File: config.mk
export PLATFORM = sky130hd
export DESIGN_NAME = muldiv_unit
export DESIGN_NICKNAME = d
export VERILOG_FILES = /design/src/rtl/muldiv_unit.sv
export SDC_FILE = /design/constraint.sdc
export NUM_CORES = 1
export LEC_CHECK = 0
export ABC_CLOCK_PERIOD_IN_PS = 3650
export CAP_MARGIN = 20
export CORE_MARGIN = 3
export CORE_UTILIZATION = 53
export CTS_CLUSTER_DIAMETER = 100
export CTS_CLUSTER_SIZE = 25
export DETAILED_ROUTE_END_ITERATION = 8
export PLACE_DENSITY = 0.84
export SETUP_SLACK_MARGIN = 0.3
export SLEW_MARGIN = 25
export SYNTH_ARGS = -nofsm -noshare
export SYNTH_HDL_FRONTEND = slang
export SYNTH_SLANG_ARGS = --single-unit
File: constraint.sdc
create_clock -name clk -period 3.65 [get_ports clk]
set_input_delay 0.5475 -clock clk [delete_from_list [all_inputs] [get_ports clk]]
set_output_delay 0.5475 -clock clk [all_outputs]
set_load 0.01 [all_outputs]
File: src/rtl/muldiv_unit.sv
// Iterative multiply/divide unit owning HI/LO. Radix-2 shift-add multiply and
// restoring divide on magnitudes, one bit per cycle, sign fix-up in a final cycle.
module muldiv_unit #(
  parameter int WIDTH = 32
) (
  input  logic             clk,
  input  logic             reset,
  input  logic             start,
  input  logic [5:0]       func,
  input  logic [WIDTH-1:0] a,
  input  logic [WIDTH-1:0] b,
  output logic             busy,
  output logic             done,
  output logic [WIDTH-1:0] hi,
  output logic [WIDTH-1:0] lo
);
  localparam int CW = (WIDTH > 1) ? $clog2(WIDTH) : 1;

  localparam logic [5:0] F_MTHI  = 6'h11;
  localparam logic [5:0] F_MTLO  = 6'h13;
  localparam logic [5:0] F_MULT  = 6'h18;
  localparam logic [5:0] F_MULTU = 6'h19;
  localparam logic [5:0] F_DIV   = 6'h1a;
  localparam logic [5:0] F_DIVU  = 6'h1b;

  typedef enum logic [1:0] {S_IDLE, S_CALC, S_FIX} state_e;

  state_e               state_q, state_d;
  logic [CW-1:0]        cnt_q, cnt_d;
  // mul: {partial product, remaining multiplier bits}; div: low half dividend -> quotient
  logic [2*WIDTH-1:0]   acc_q, acc_d;
  logic [WIDTH-1:0]     rem_q, rem_d;
  logic [WIDTH-1:0]     opb_q, opb_d;
  logic                 is_div_q, is_div_d;
  logic                 neg_q_q, neg_q_d;
  logic                 neg_r_q, neg_r_d;
  logic                 dvz_q, dvz_d;
  logic [WIDTH-1:0]     hi_q, hi_d;
  logic [WIDTH-1:0]     lo_q, lo_d;
  logic                 done_q, done_d;

  // request decode
  logic             op_mul, op_div, op_sgn, op_go;
  logic             a_neg, b_neg;
  logic [WIDTH-1:0] a_mag, b_mag;

  assign op_mul = (func == F_MULT) || (func == F_MULTU);
  assign op_div = (func == F_DIV)  || (func == F_DIVU);
  assign op_sgn = (func == F_MULT) || (func == F_DIV);
  assign op_go  = start && (state_q == S_IDLE) && (op_mul || op_div);
  assign a_neg  = op_sgn && a[WIDTH-1];
  assign b_neg  = op_sgn && b[WIDTH-1];
  assign a_mag  = a_neg ? -a : a;
  assign b_mag  = b_neg ? -b : b;

  // iteration steps
  logic [WIDTH:0]     mul_sum;
  logic [WIDTH:0]     div_sh;
  logic [WIDTH-1:0]   div_sub;
  logic               div_ge;

  assign mul_sum = {1'b0, acc_q[2*WIDTH-1:WIDTH]} + {1'b0, (acc_q[0] ? opb_q : {WIDTH{1'b0}})};
  // partial remainder is WIDTH+1 bits; after the trial subtract it always fits WIDTH
  assign div_sh  = {rem_q, acc_q[WIDTH-1]};
  assign div_ge  = div_sh >= {1'b0, opb_q};
  assign div_sub = div_sh[WIDTH-1:0] - opb_q;

  // sign fix-up
  logic [2*WIDTH-1:0] prod;
  logic [WIDTH-1:0]   quo, rmd;

  assign prod = neg_q_q ? -acc_q : acc_q;
  assign quo  = dvz_q ? {WIDTH{1'b1}} : (neg_q_q ? -acc_q[WIDTH-1:0] : acc_q[WIDTH-1:0]);
  assign rmd  = neg_r_q ? -rem_q : rem_q;

  // FSM: state register
  always_ff @(posedge clk) begin
    if (reset) state_q <= S_IDLE;
    else       state_q <= state_d;
  end

  // FSM: next state
  always_comb begin
    state_d = state_q;
    unique case (state_q)
      S_IDLE:  if (op_go) state_d = S_CALC;
      S_CALC:  if (cnt_q == '0) state_d = S_FIX;
      S_FIX:   state_d = S_IDLE;
      default: state_d = S_IDLE;
    endcase
  end

  // FSM: outputs
  always_comb begin
    busy   = (state_q != S_IDLE);
    done_d = (state_q == S_FIX);
    done   = done_q;
    hi     = hi_q;
    lo     = lo_q;
  end

  // datapath next state
  always_comb begin
    cnt_d    = cnt_q;
    acc_d    = acc_q;
    rem_d    = rem_q;
    opb_d    = opb_q;
    is_div_d = is_div_q;
    neg_q_d  = neg_q_q;
    neg_r_d  = neg_r_q;
    dvz_d    = dvz_q;
    hi_d     = hi_q;
    lo_d     = lo_q;
    unique case (state_q)
      S_IDLE: begin
        if (start && func == F_MTHI) hi_d = a;
        if (start && func == F_MTLO) lo_d = a;
        if (op_go) begin
          cnt_d    = CW'(WIDTH-1);
          is_div_d = op_div;
          neg_q_d  = a_neg ^ b_neg;
          neg_r_d  = op_div && a_neg;
          dvz_d    = op_div && (b == '0);
          rem_d    = '0;
          acc_d    = {{WIDTH{1'b0}}, (op_div ? a_mag : b_mag)};
          opb_d    = op_div ? b_mag : a_mag;
        end
      end
      S_CALC: begin
        cnt_d = cnt_q - CW'(1);
        if (is_div_q) begin
          rem_d = div_ge ? div_sub : div_sh[WIDTH-1:0];
          acc_d = {acc_q[2*WIDTH-1:WIDTH], acc_q[WIDTH-2:0], div_ge};
        end else begin
          acc_d = {mul_sum, acc_q[WIDTH-1:1]};
        end
      end
      S_FIX: begin
        if (is_div_q) begin
          lo_d = quo;
          hi_d = rmd;
        end else begin
          {hi_d, lo_d} = prod;
        end
      end
      default: ;
    endcase
  end

  always_ff @(posedge clk) begin
    if (reset) begin
      cnt_q    <= '0;
      acc_q    <= '0;
      rem_q    <= '0;
      opb_q    <= '0;
      is_div_q <= 1'b0;
      neg_q_q  <= 1'b0;
      neg_r_q  <= 1'b0;
      dvz_q    <= 1'b0;
      hi_q     <= '0;
      lo_q     <= '0;
      done_q   <= 1'b0;
    end else begin
      cnt_q    <= cnt_d;
      acc_q    <= acc_d;
      rem_q    <= rem_d;
      opb_q    <= opb_d;
      is_div_q <= is_div_d;
      neg_q_q  <= neg_q_d;
      neg_r_q  <= neg_r_d;
      dvz_q    <= dvz_d;
      hi_q     <= hi_d;
      lo_q     <= lo_d;
      done_q   <= done_d;
    end
  end

endmodule

# Word-level counts from Yosys, hierarchy flattened
# Index checks and enable logic that the tools add are counted.
[word_totals] ff_bits=204 in_bits=73 out_inout_bits=66
[classes] add_sub_neg=8 magnitude_cmp=1 eq_ne=14 n_mux=27 bitwise_logic=1 n_reduce_logical=25
[ops] cell="$mux W32" count=15
[ops] cell="$mux W64" count=3
[ops] cell="$pmux W32 S2" count=3
[ops] cell="$neg A32 Y32" count=4
[ops] cell="$pmux W64 S2" count=1
[ops] cell="$neg A64 Y64" count=1
[ops] cell="$eq A6 B5 Y1 const B" count=6
[ops] cell="$add A32 B32 Y33" count=1
[ops] cell="$ge A33 B32 Y1" count=1
[ops] cell="$logic_not A32 Y1" count=1
[ops] cell="$sub A32 B32 Y32" count=1
[ops] cell="$pmux W5 S2" count=1
[ops] cell="$reduce_and A2 Y1" count=5
[ops] cell="$logic_and A1 B1 Y1" count=8
[ops] cell="$ne A2 B2 Y1 const B" count=4
[ops] cell="$reduce_and A3 Y1" count=2
[ops] cell="$reduce_bool A2 Y1" count=3
[ops] cell="$logic_not A5 Y1" count=1
[ops] cell="$mux W5" count=1
[ops] cell="$sub A5 B1 Y5 const B" count=1
[ops] cell="$logic_or A1 B1 Y1" count=4
[ops] cell="$mux W2" count=2
[ops] cell="$ne A2 B1 Y1 const B" count=2
[ops] cell="$pmux W2 S2" count=1
[ops] cell="4 further kinds" count=4

# Depth between registers and ports, before layout
# Gate-level depths: netlist of run 1.
[depth] word_depth=7 mapped_depth=14

# Worst setup path before layout of run 1
# No wires, ideal clock.
[synth_timing] path_kind="register -> register" start="register acc_q[0]" end="register acc_q[57]" arrival_time_ps=3187 required_ps=3533 setup_slack_ps=346 stages_incl_launch_ff=14 synth_period_minus_slack_ps=3304 cell_sequence="dfxtp_1 > inv_1 > clkbuf_1 > nor2_1 > ha_1 > a21o_1 > or3_1 > o21ai_0 > a21oi_1 > a31o_2 > a221oi_1 > o21ai_0 > xor2_1 > a22o_1"
[synth_between] elab_chain_len=4
[synth_rtl] item="start, declared" line_no="31" rtl="logic [2*WIDTH-1:0] acc_q, acc_d;"
[synth_rtl] item="start signal, assigned" line_no="153" rtl="acc_q <= '0;"
[synth_rtl] item="start signal, assigned" line_no="165" rtl="acc_q <= acc_d;"
[synth_rtl] item="$mux W32" line_no="62" rtl="assign mul_sum = {1'b0, acc_q[2*WIDTH-1:WIDTH]} + {1'b0, (acc_q[0] ? opb_q : {WIDTH{1'b0}})};"
[synth_rtl] item="$add A32 B32 Y33" line_no="62"
[synth_rtl] item="$mux W64" line_no="131" rtl="if (is_div_q) begin"
[synth_rtl] item="$pmux W64 S2" line_no="114" rtl="unique case (state_q)"
# Every way passes these cells. The select of a mux whose other input is x is not followed.
# A chain may end at the register's enable or synchronous reset.

# Worst setup path after layout of run 1
[layout_timing] start="register acc_q[18]" end="register hi_q[9] (netlist: hi[9])"
[layout_between] elab_chain_len=4
[layout_rtl] item="$neg A64 Y64" line_no="72" rtl="assign prod = neg_q_q ? -acc_q : acc_q;"
[layout_rtl] item="$mux W64" line_no="72"
[layout_rtl] item="$mux W32" line_no="139" rtl="if (is_div_q) begin"
[layout_rtl] item="$pmux W32 S2" line_no="114"
[layout_rtl] item="end signal, assigned" line_no="172" rtl="hi_q <= hi_d;"
[layout_rtl] item="end, declared" line_no="38" rtl="logic [WIDTH-1:0] hi_q, hi_d;"
# Every way passes these cells.

==> metrics.yaml, run 1 <==
grt:
  grt_antenna_before_repair: 4
  grt_usage_pct: 37.2
  grt-ovfl-total: 0
  grt_max_degree: 63
  grt_pass1_wl_microns: 92800
  grt_pass1_vias: 16000
timing:
  rsz0062_at_grt: "true"
  max_freq_ghz: 0.303
  setup_viol: 0
  slew_viol_final: 0
  worst_pin_slew_ps: 948
  hold_viol_final: 0
  finalClockSkew_ps: 25.8
  slew_headroom_pct: 36.8
  post-route-min-period_ps: 3300
  holdWs_ps: 458
  setup_slack_ps: 354
  setup_tns_ps: 0
  fin_crit_sh_pct: 90.3
yosys:
  yosys-top-cells-count: "220 x nand2_1, 204 x dfxtp_1, 156 x nor2_1"
  ys_warn_count: 0
  synth_ff_type: "dfxtp_1"
  synth_area_per_cell_sq_um: 7.81
  ys_ff_latch: 204
  post_synth_inst_count: 2028
  synth-edff-count: 0
  yosysUniqueCellTypes: 81
  ys_top_cells_by_area: "dfxtp_1 26%, mux2i_1 7.2%, xnor2_1 5.8%, ha_1 5.5%, xor2_1 5.5%"
  synth.cell_area_sq_um: 15800
  postSynth.asyncResetShare_pct: 0
  yosys.area.top_type_share_pct: 25.8
  yosysMostFrequentCell: "nand2_1"
  synth_largest_area_cell: "dfxtp_1"
  seq_area_frac_synth_pct: 25.8
  syn_nets: 2173
worst_setup_path:
  startpoint_type: "flop"
  cp.arrival_ps: 3670
  crit_type: "flop to flop"
  critPathRequiredTime_ps: 4020
  cp-end-kind: "flop"
  crit_fanout: 6
finish:
  fin_cells: 2548
  utilization_pct: 63.8
  num-fill-cells: 2524
  syn_to_final_growth_pct: 17.2
  nNetsFinal: 2306
  drive_gt1_share_pct: 8.36
  postLayoutCellArea_sq_um: 18600
  num_antenna_cells: 0
placed_design:
  hpwlAfterDp_microns: 46700
  io_buffers: 138
  placed_cells: 2530
  gp_congestion: 1.05
  placed_area_sq_um: 18100
  place_ws_ps: -57.5
cts:
  clockBufferDepth: 3
  h-tree-depth: 1
  insertion_delay_ps: 500
  clock-root-buffer: "clkbuf_16"
  path_clk_slew_ps: 110
  cts_tree: "built"
  post-cts-setup-buffers: 0
  cts_sinks: 204
  cts_buffers: 13
floorplanning:
  chipWidth_microns: 179
  die-area_sq_um: 32000
  die_h_microns: 179
  core-area_sq_um: 29100
  num_rows: 62
  pin_count: 139
  initial_core_util_pct: 54.4
route:
  wl_per_cell_microns: 23.9
  drc: 0
  num_vias: 17100
  drt_iter0_drc: 2263
  drtPass1Iterations: 6
  routed_wl_microns: 61000
  antenna_left: 0
  routed_via_density: 6.72
power:
  p_leak_nw: 7.26
  power.density_nw_per_um2: 261
  power_mw: 4.85
  vdd_ir_drop_max_mv: 0.259
job:
  drv_cap: 0
run_status:
  status: "finished clean"
worst_hold_path:
  hp-class: "input port to flop"
==> layout by cell type (no fill, tap or decap), drive strengths merged, types with 14 or more instances in the layout <==
cell / count
inv: 61
or3: 28
a22o: 14
nor2: 156
o21ai: 136
ha: 70
or4: 17
xnor2: 104
o31ai: 45
o211ai: 31
mux2i: 114
xor2: 99
o41ai: 22
nor3: 30
nand2: 220
a221oi: 44
nand2b: 28
buf: 112
a211oi: 43
o221ai: 16
dfxtp: 204
nor2b: 17
nand3: 49
clkdlybuf4s50: 137
a21o: 27
nor4: 18
a21oi: 155
==> state kept, by name (all words and copies together) (netlist names) <==
register	flops
lo	32
is_div_q	1
dvz_q	1
cnt_q	5
acc_q	64
opb_q	32
neg_r_q	1
neg_q_q	1
hi	32
rem_q	32
done	1
state_q	2
==> worst paths after layout <==
check                         startpoint                      to  slack [ps]  depth (start not counted)
setup / recovery  acc_q[18]$_SDFFE_PP0P_      hi[9]$_SDFFE_PP0P_         350                          8
hold / removal                     reset    neg_r_q$_SDFFE_PP0P_         460                          2
setup reg to reg  acc_q[18]$_SDFFE_PP0P_      hi[9]$_SDFFE_PP0P_         350                          8
hold reg to reg   opb_q[10]$_SDFFE_PP0P_  opb_q[10]$_SDFFE_PP0P_         470                          2
==> area by class of cell <==
class                           instances  area (sq um)  area share, %
Multi-Input combinational cell       1633         11100           59.8
Sequential cell                       204          4090           22.0
Timing Repair Buffer                  249          2290           12.3
Tap cell                              384           480           2.59
Clock buffer                           13           325           1.75
Inverter                               60           225           1.21
Clock inverter                          5          58.8          0.317
==> report_power, final <==
group          internal [mW]  switching [mW]
clock                  0.680           0.892
combinational          0.403           0.593
sequential              2.25          0.0297
total                   3.33            1.51
==> per-layer routing <==
| layer | up-vias | GRT usage [%] | part of all wire [%] |
|---|---|---|---|
| li1 | 7708 | - | - |
| met1 | 8088 | 47.1 | 38 |
| met2 | 1054 | 56.8 | 43 |
| met3 | 259 | 8.03 | 11 |
| met4 | 6 | 24.8 | 8.2 |
| met5 | - | 0 | 0.071 |
==> kinds of logic (layout without fill, tap and decap cells) <==
| logic type | Yosys count | in the layout | share of synthesized area [%] |
|---|---|---|---|
| flip-flops | 204 | 204 | 25.8 |
| adder cells (fa/ha/maj) | 72 | 72 | 5.78 |
| XOR/XNOR | 203 | 203 | 11.2 |
| AO/OA/AOI/OAI | 623 | 623 | 26.2 |
| multiplexers | 116 | 116 | 7.35 |
| AND/OR/NAND/NOR | 619 | 619 | 18.6 |
| buffers and inverters | 191 | 327 | 5.06 |
==> critical path, stage by stage, from the launching register on <==
cell	delay [ps]
dfxtp_1	390
or4_1	580
nor4bb_1	470
nand3_1	400
or3_1	520
nand2_1	100
xnor2_1	70
o21ai_0	490
a211oi_1	150
==> what timing repair did <==
action | 4_1_cts | 5_1_grt
hold buffers | 0 | 0
resized for setup | 4 | 16
endpoints found under the setup margin | 6 | 38
pin swaps | 0 | 1
hold endpoints to repair | 0 | 0
Power figures use the tool's default switching activity.
==> inputs of run 2 (changes only) <==
PLACE_DENSITY = 0.7   (was 0.84)
==> metrics.yaml, run 2 (synthesis results as in run 1) <==
worst_hold_path:
  hold_depth: 2
  hp-class: "input port to flop"
  holdCritStartpoint: "reset"
  worstHoldEndpoint: "opb_q[12]$_SDFFE_PP0P_"
finish:
  num-fill-cells: 2642
  syn_to_final_growth_pct: 18.8
  layout.cells.most_common: "nand2_1"
  largest_register: "acc_q"
  fin_cells: 2576
  largest_reg_flops: 64
  layout_common_cells: "218 x nand2_1, 202 x dfxtp_1, 154 x nor2_1"
  nNetsFinal: 2329
  drive_gt1_share_pct: 9.72
cts:
  h-tree-depth: 1
  cts_sinks: 204
  clock-root-buffer: "clkbuf_16"
  cts_tree: "built"
  clockBufferDepth: 3
  cts_hold_buf: 0
  cts_buffers: 14
  path_clk_slew_ps: 110
  insertion_delay_ps: 530
power:
  internal_power_mw: 3.47
  power.density_nw_per_um2: 270
  pwr-share-comb_pct: 19.6
  power.share.clock_pct: 35.5
  power.switching_mw: 1.60
  swShare_pct: 31.6
  vdd_ir_drop_max_mv: 0.436
  p_leak_nw: 7.42
  seq_power_share_pct: 44.9
timing:
  max_freq_ghz: 0.309
  rsz0062_at_grt: "true"
  fin_crit_sh_pct: 88.8
  setup_tns_ps: 0
  slew_headroom_pct: 36.5
  setup_viol: 0
  finalClockSkew_ps: 23.9
  holdWs_ps: 434
  worst_pin_slew_ps: 951
  hold_viol_final: 0
  post-route-min-period_ps: 3240
  slew_viol_final: 0
placed_design:
  hpwlAfterDp_microns: 49400
  io_buffers: 138
  gp_congestion: 1.07
  placed_cells: 2551
worst_setup_path:
  r2r_cells: 12
  cp_slowest_stage_delay_ps: 450
  path_buf_inv: 2
  startpoint_type: "flop"
  worst_path_most_repeated_cell: "a21oi_1"
  path_cells: "inv_1 -> ha_1 -> a21oi_1 -> o21ai_0 -> nor3_1 -> nand3b_1 -> a31oi_2 -> o22ai_4 -> buf_12 -> nor2_1 -> a21oi_1 -> a22o_1"
  crit_type: "flop to flop"
  cp_top_family: "compound AO/OA/AOI/OAI gates"
  r2r_slack_ps: 410
  startpoint: "opb_q[10]$_SDFFE_PP0P_"
  timing.rr.start: "opb_q[10]$_SDFFE_PP0P_"
  critPathRequiredTime_ps: 4070
  crit_fanout: 26
  slowest_stage: "dfxtp_1"
  reg2reg_to: "rem_q[0]$_SDFFE_PP0P_"
  cp-end-kind: "flop"
  cp.arrival_ps: 3660
grt:
  grt_max_degree: 92
  grt_antenna_before_repair: 1
  grtUsageMet3_pct: 9.61
  gr-usage-met1_pct: 55.8
  met2_usage_pct: 53.0
  grt-ovfl-total: 0
  busiest_layer: "met1"
  grt_pass1_wl_microns: 93000
  grt_usage_pct: 38.2
  grt_pass1_vias: 15100
floorplanning:
  initial_core_util_pct: 54.4
  chipWidth_microns: 179
  die_h_microns: 179
  core-area_sq_um: 29100
  die-area_sq_um: 32000
  pin_count: 139
  num_rows: 62
run_status:
  status: "finished clean"
job:
  drv_cap: 0
route:
  routed_via_density: 6.54
  drtPass1Iterations: 6
  antenna_left: 0
  drc: 0
  num_vias: 16900
  routed_wl_microns: 63400
  drt_iter0_drc: 1960
  wl_per_cell_microns: 24.6
==> run 2: timing repair <==
action,CTS,global route
pin swaps,0,2
buffers inserted,0,1
gates cloned,0,0
gates resized for setup,4,23
endpoints found under the setup margin,4,16
==> run 2: stage by stage <==
stage | instance area, sq um | worst slack, ps | power (mW) | utilization (%)
after CTS | 18700 | 305 | 5.04 | 64.4
after detailed placement | 18200 | -97.0 | 3.27 | 62.7
after global routing | 18800 | 208 | 5.20 | 64.7
after floorplan | 15800 | 346 | 2.83 | -
after global placement | 18200 | 47.3 | 3.27 | 62.7
final | 18800 | 409 | 5.07 | 64.7
==> run 2: worst max-delay path by stage <==
stage          slack [ps]  depth (start not counted)                     end
2_1_floorplan         350                         13  acc_q[57]$_SDFFE_PP0P_
3_3_place_gp           50                          9  acc_q[28]$_SDFFE_PP0P_
3_5_place_dp         -100                          9  acc_q[28]$_SDFFE_PP0P_
4_1_cts               300                         13  rem_q[30]$_SDFFE_PP0P_
5_1_grt               210                         13  rem_q[30]$_SDFFE_PP0P_
6_report              410                         12   rem_q[0]$_SDFFE_PP0P_
==> run 2: worst reg2reg max path, delay by kind of cell (launching register included) <==
| family | cells | cell delay, ps |
|---|---|---|
| buf+inv | 2 | 420 |
| flops | 1 | 450 |
| compound gates | 6 | 1290 |
| fa+ha+maj | 1 | 440 |
| simple gates | 3 | 550 |
==> run 2: cell type report <==
| class | instances | area (sq um) | area share [%] |
|---|---|---|---|
| diodes | 1 | 2.50 | 0.0133 |
| clock buffers | 16 | 389 | 2.07 |
| clock inverters | 7 | 87.6 | 0.466 |
| inverters | 60 | 225 | 1.20 |
| multi-input cells | 1633 | 11100 | 59.0 |
| flip-flops and latches | 204 | 4090 | 21.7 |
| well taps | 384 | 480 | 2.55 |
| repair buffers | 271 | 2440 | 13.0 |
==> run 2: routing by layer <==
metal	vias to the layer above	share of wire (%)
met5	-	0.019
met4	2	4.5
met3	132	12
met2	1015	40
met1	7959	43
li1	7746	-
==> run 2: power by group through the flow <==
stage	clock network, mW	logic, mW	registers [mW]
after detailed placement	0	0.950	2.32
final	1.80	0.996	2.27
after floorplan	0	0.513	2.32
after global placement	0	0.944	2.32
after global routing	1.87	1.05	2.28
after CTS	1.81	0.959	2.27
==> patch: new RTL, config.mk and constraints of run 1 <==
Change the parameter `WIDTH` from 32 to 16.
--- a/src/rtl/muldiv_unit.sv
+++ b/src/rtl/muldiv_unit.sv
@@ -3,3 +3,3 @@
 module muldiv_unit #(
-  parameter int WIDTH = 32
+  parameter int WIDTH = 16
 ) (
Ports: changed (resized a, b, hi and lo); port bits go from 139 to 75. The function was not compared with the original's and may differ.
==> patch against run 1 <==
Final area down 52%. Clock power down 31%. Sequential cell count fell by 97. Fmax increased by 7.5%. Power fell by 46%. Worst setup slack improved by 0.23 ns. Largest cell class unchanged. Synthesized area decreased by 51%. Wire length fell by 60%. Synthesized cell count down 53%. Critical path depth up 2.
==> patch: results (changes against run 1) <==
* Non-filler cells, final at 1,193 (-53%)
* Area contributors post-synth: dfxtp_1 28%, mux2i_1 7.2%, ha_1 6.0%
* Post-synthesis async set-or-reset flop share at 0 (unchanged)
* Largest register by flop count: acc_q
* CP max FO at 13 (+7)
* Drt total wl at 24,620 µm (-60%)
* Peak VDD IR at 0.0002685 V (+3.6%)
* Post-synth cell types at 64 (-21%)
* CTS Root Buffer Type: clkbuf_16
* Gr usage total at 0.3026 (-0.06963)
* Avg Inst Size Synth at 8.124 µm² (+4.0%)
* Synthesized Nets at 1,035 (-52%)
* Hold depth at 2 (unchanged)
* DR vias at 7,868 (-54%)
* GPL Wtd Cong at 0.9806 (-6.9%)
* HP Class: reg -> reg
* Post-layout nets at 1,088 (-53%)
* Worst r2r dst: acc_q[30]
* Leak at 3.339 nW (-54%)
* Vias in the first global route at 7,404 (-54%)
* Initial antenna violation count at 0 (-4)
* CTS max path bufs at 2 (-1)
* Synth warn at 0 (unchanged)
* Fill cell count at 1,229 (-51%)
* Worst Tran Pin Value at 0.8399 ns (-0.1078 ns)
* Ant. Diodes at 0 (unchanged)
* Status: completed
* Hold endpoint: opb_q[6]
* Sum of negative setup slack at 0 ns (unchanged)
* Reg2reg setup slack at 0.59 ns (+0.23 ns)
* CTS Buf Count at 9 (-4)
* Dpl hpwl at 18,470 µm (-60%)
* FF-to-FF path depth at 10 (+2)
* Number of flip-flops under the largest register name at 32 (-50%)
* Hold wc startpoint: opb_q[6]
* H-tree depth at 3 (+2)
* Drt first-iter violations at 1,006 (-56%)
* Commonest cells post-synth: 107 x dfxtp_1, 83 x nor2_1, 69 x nand2_1
* Prevailing post-synth register cell: dfxtp_1
* Clock slew at reported path FFs at 0.08 ns (-0.03 ns)
* Sequential area share after synthesis at 0.2761 (+0.01822)
* Clk_lat worst skew at 0.36 ns (-0.14 ns)
* Clk_skew at 0.009560 ns (-0.01628 ns)
* Post-CTS Setup Inserts at 0 (unchanged)
* # DRC at 0 (unchanged)
* Share of cells above drive strength 1 at 0.05232 (-0.03132)
* Reg2Reg Launch Point: acc_q[0]
* First-pass GRT wire length at 39,160 µm (-58%)
* PortBufs at 74 (-46%)
* Largest net degree at the start of global routing at 27 (-57%)
* 1st-pass router iterations at 6 (unchanged)
* Worst path arrival time at 3.32 ns (-0.35 ns)
## patch: cell types whose count changed after synthesis, sizes merged, moves of 58 or more
cell,change
a21oi,-88
clkbuf,-76
dfxtp,-97
mux2i,-58
nand2,-151
nor2,-73
o21ai,-66
xnor2,-63
## patch: worst max path at each step
stage	startpoint	end	slack, ns	cells after the start
2_1_floorplan	acc_q[0]	acc_q[30]	1.05	11
3_3_place_gp	a[9]	acc_q[14]	0.58	8
3_5_place_dp	a[9]	acc_q[14]	0.46	8
4_1_cts	acc_q[0]	acc_q[31]	0.57	11
5_1_grt	acc_q[0]	acc_q[31]	0.39	11
6_report	acc_q[0]	acc_q[30]	0.59	10
## patch: cell type report
class                      count  area, µm²  area share
clock buffer                   9      225.2     0.02506
clock inverter                 7      100.1     0.01114
inverter                      43      161.4     0.01796
multi-input combinational    754       5255      0.5847
sequential                   107       2142      0.2383
tap                          180      225.2     0.02506
timing repair buffer          93      878.3     0.09773
## patch: logic make-up after synthesis
group,share of synthesized area
flops,0.2761
compound gates,0.2584
buf+inv,0.04660
xor+xnor,0.1027
fa+ha+maj,0.06483
simple gates,0.1705
mux,0.08095
## patch: report_power, final
group	internal (mW)	total [mW]	switching (mW)	leakage, nW
combinational	0.139	0.338	0.199	2.32
sequential	1.18	1.20	0.0170	0.863
clock	0.608	1.09	0.481	0.160
## patch: timing repair
item                       in CTS  in global routing
hold buffers                    0                  0
setup endpoints to repair       0                  2
gates resized for setup         0                  1
## patch: layer usage
metal,global-route usage,up-vias,wire length (µm)
met4,0.1735,0,1475
met3,0.05644,111,2387
met2,0.4661,460,10800
met5,0,-,0
met1,0.3979,3666,9953
li1,-,3631,-
## patch: metrics by stage
| stage | setup WS (ns) | power (mW) | util | instance area (µm²) | hold slack (ns) |
|---|---|---|---|---|---|
| floorplan | 1.046 | 1.405 | - | 7759 | 0.4319 |
| global placement | 0.5769 | 1.544 | 0.6145 | 8662 | 0.4405 |
| CTS | 0.5651 | 2.613 | 0.6376 | 8987 | 0.4617 |
| finish | 0.5851 | 2.622 | 0.6376 | 8987 | 0.4592 |
| global route | 0.3912 | 2.688 | 0.6376 | 8987 | 0.4815 |
| detailed placement | 0.4622 | 1.550 | 0.6145 | 8662 | 0.4485 |
## patch: worst max-delay path: stages, from the launching register on
cell     delay [ns]
dfxtp_1        0.53
inv_1          0.19
buf_4          0.22
nor2_1         0.11
ha_1           0.28
a21oi_1        0.21
a21oi_1        0.14
o41ai_1        0.65
o21ai_0        0.24
xor2_1         0.18
a22o_1         0.20
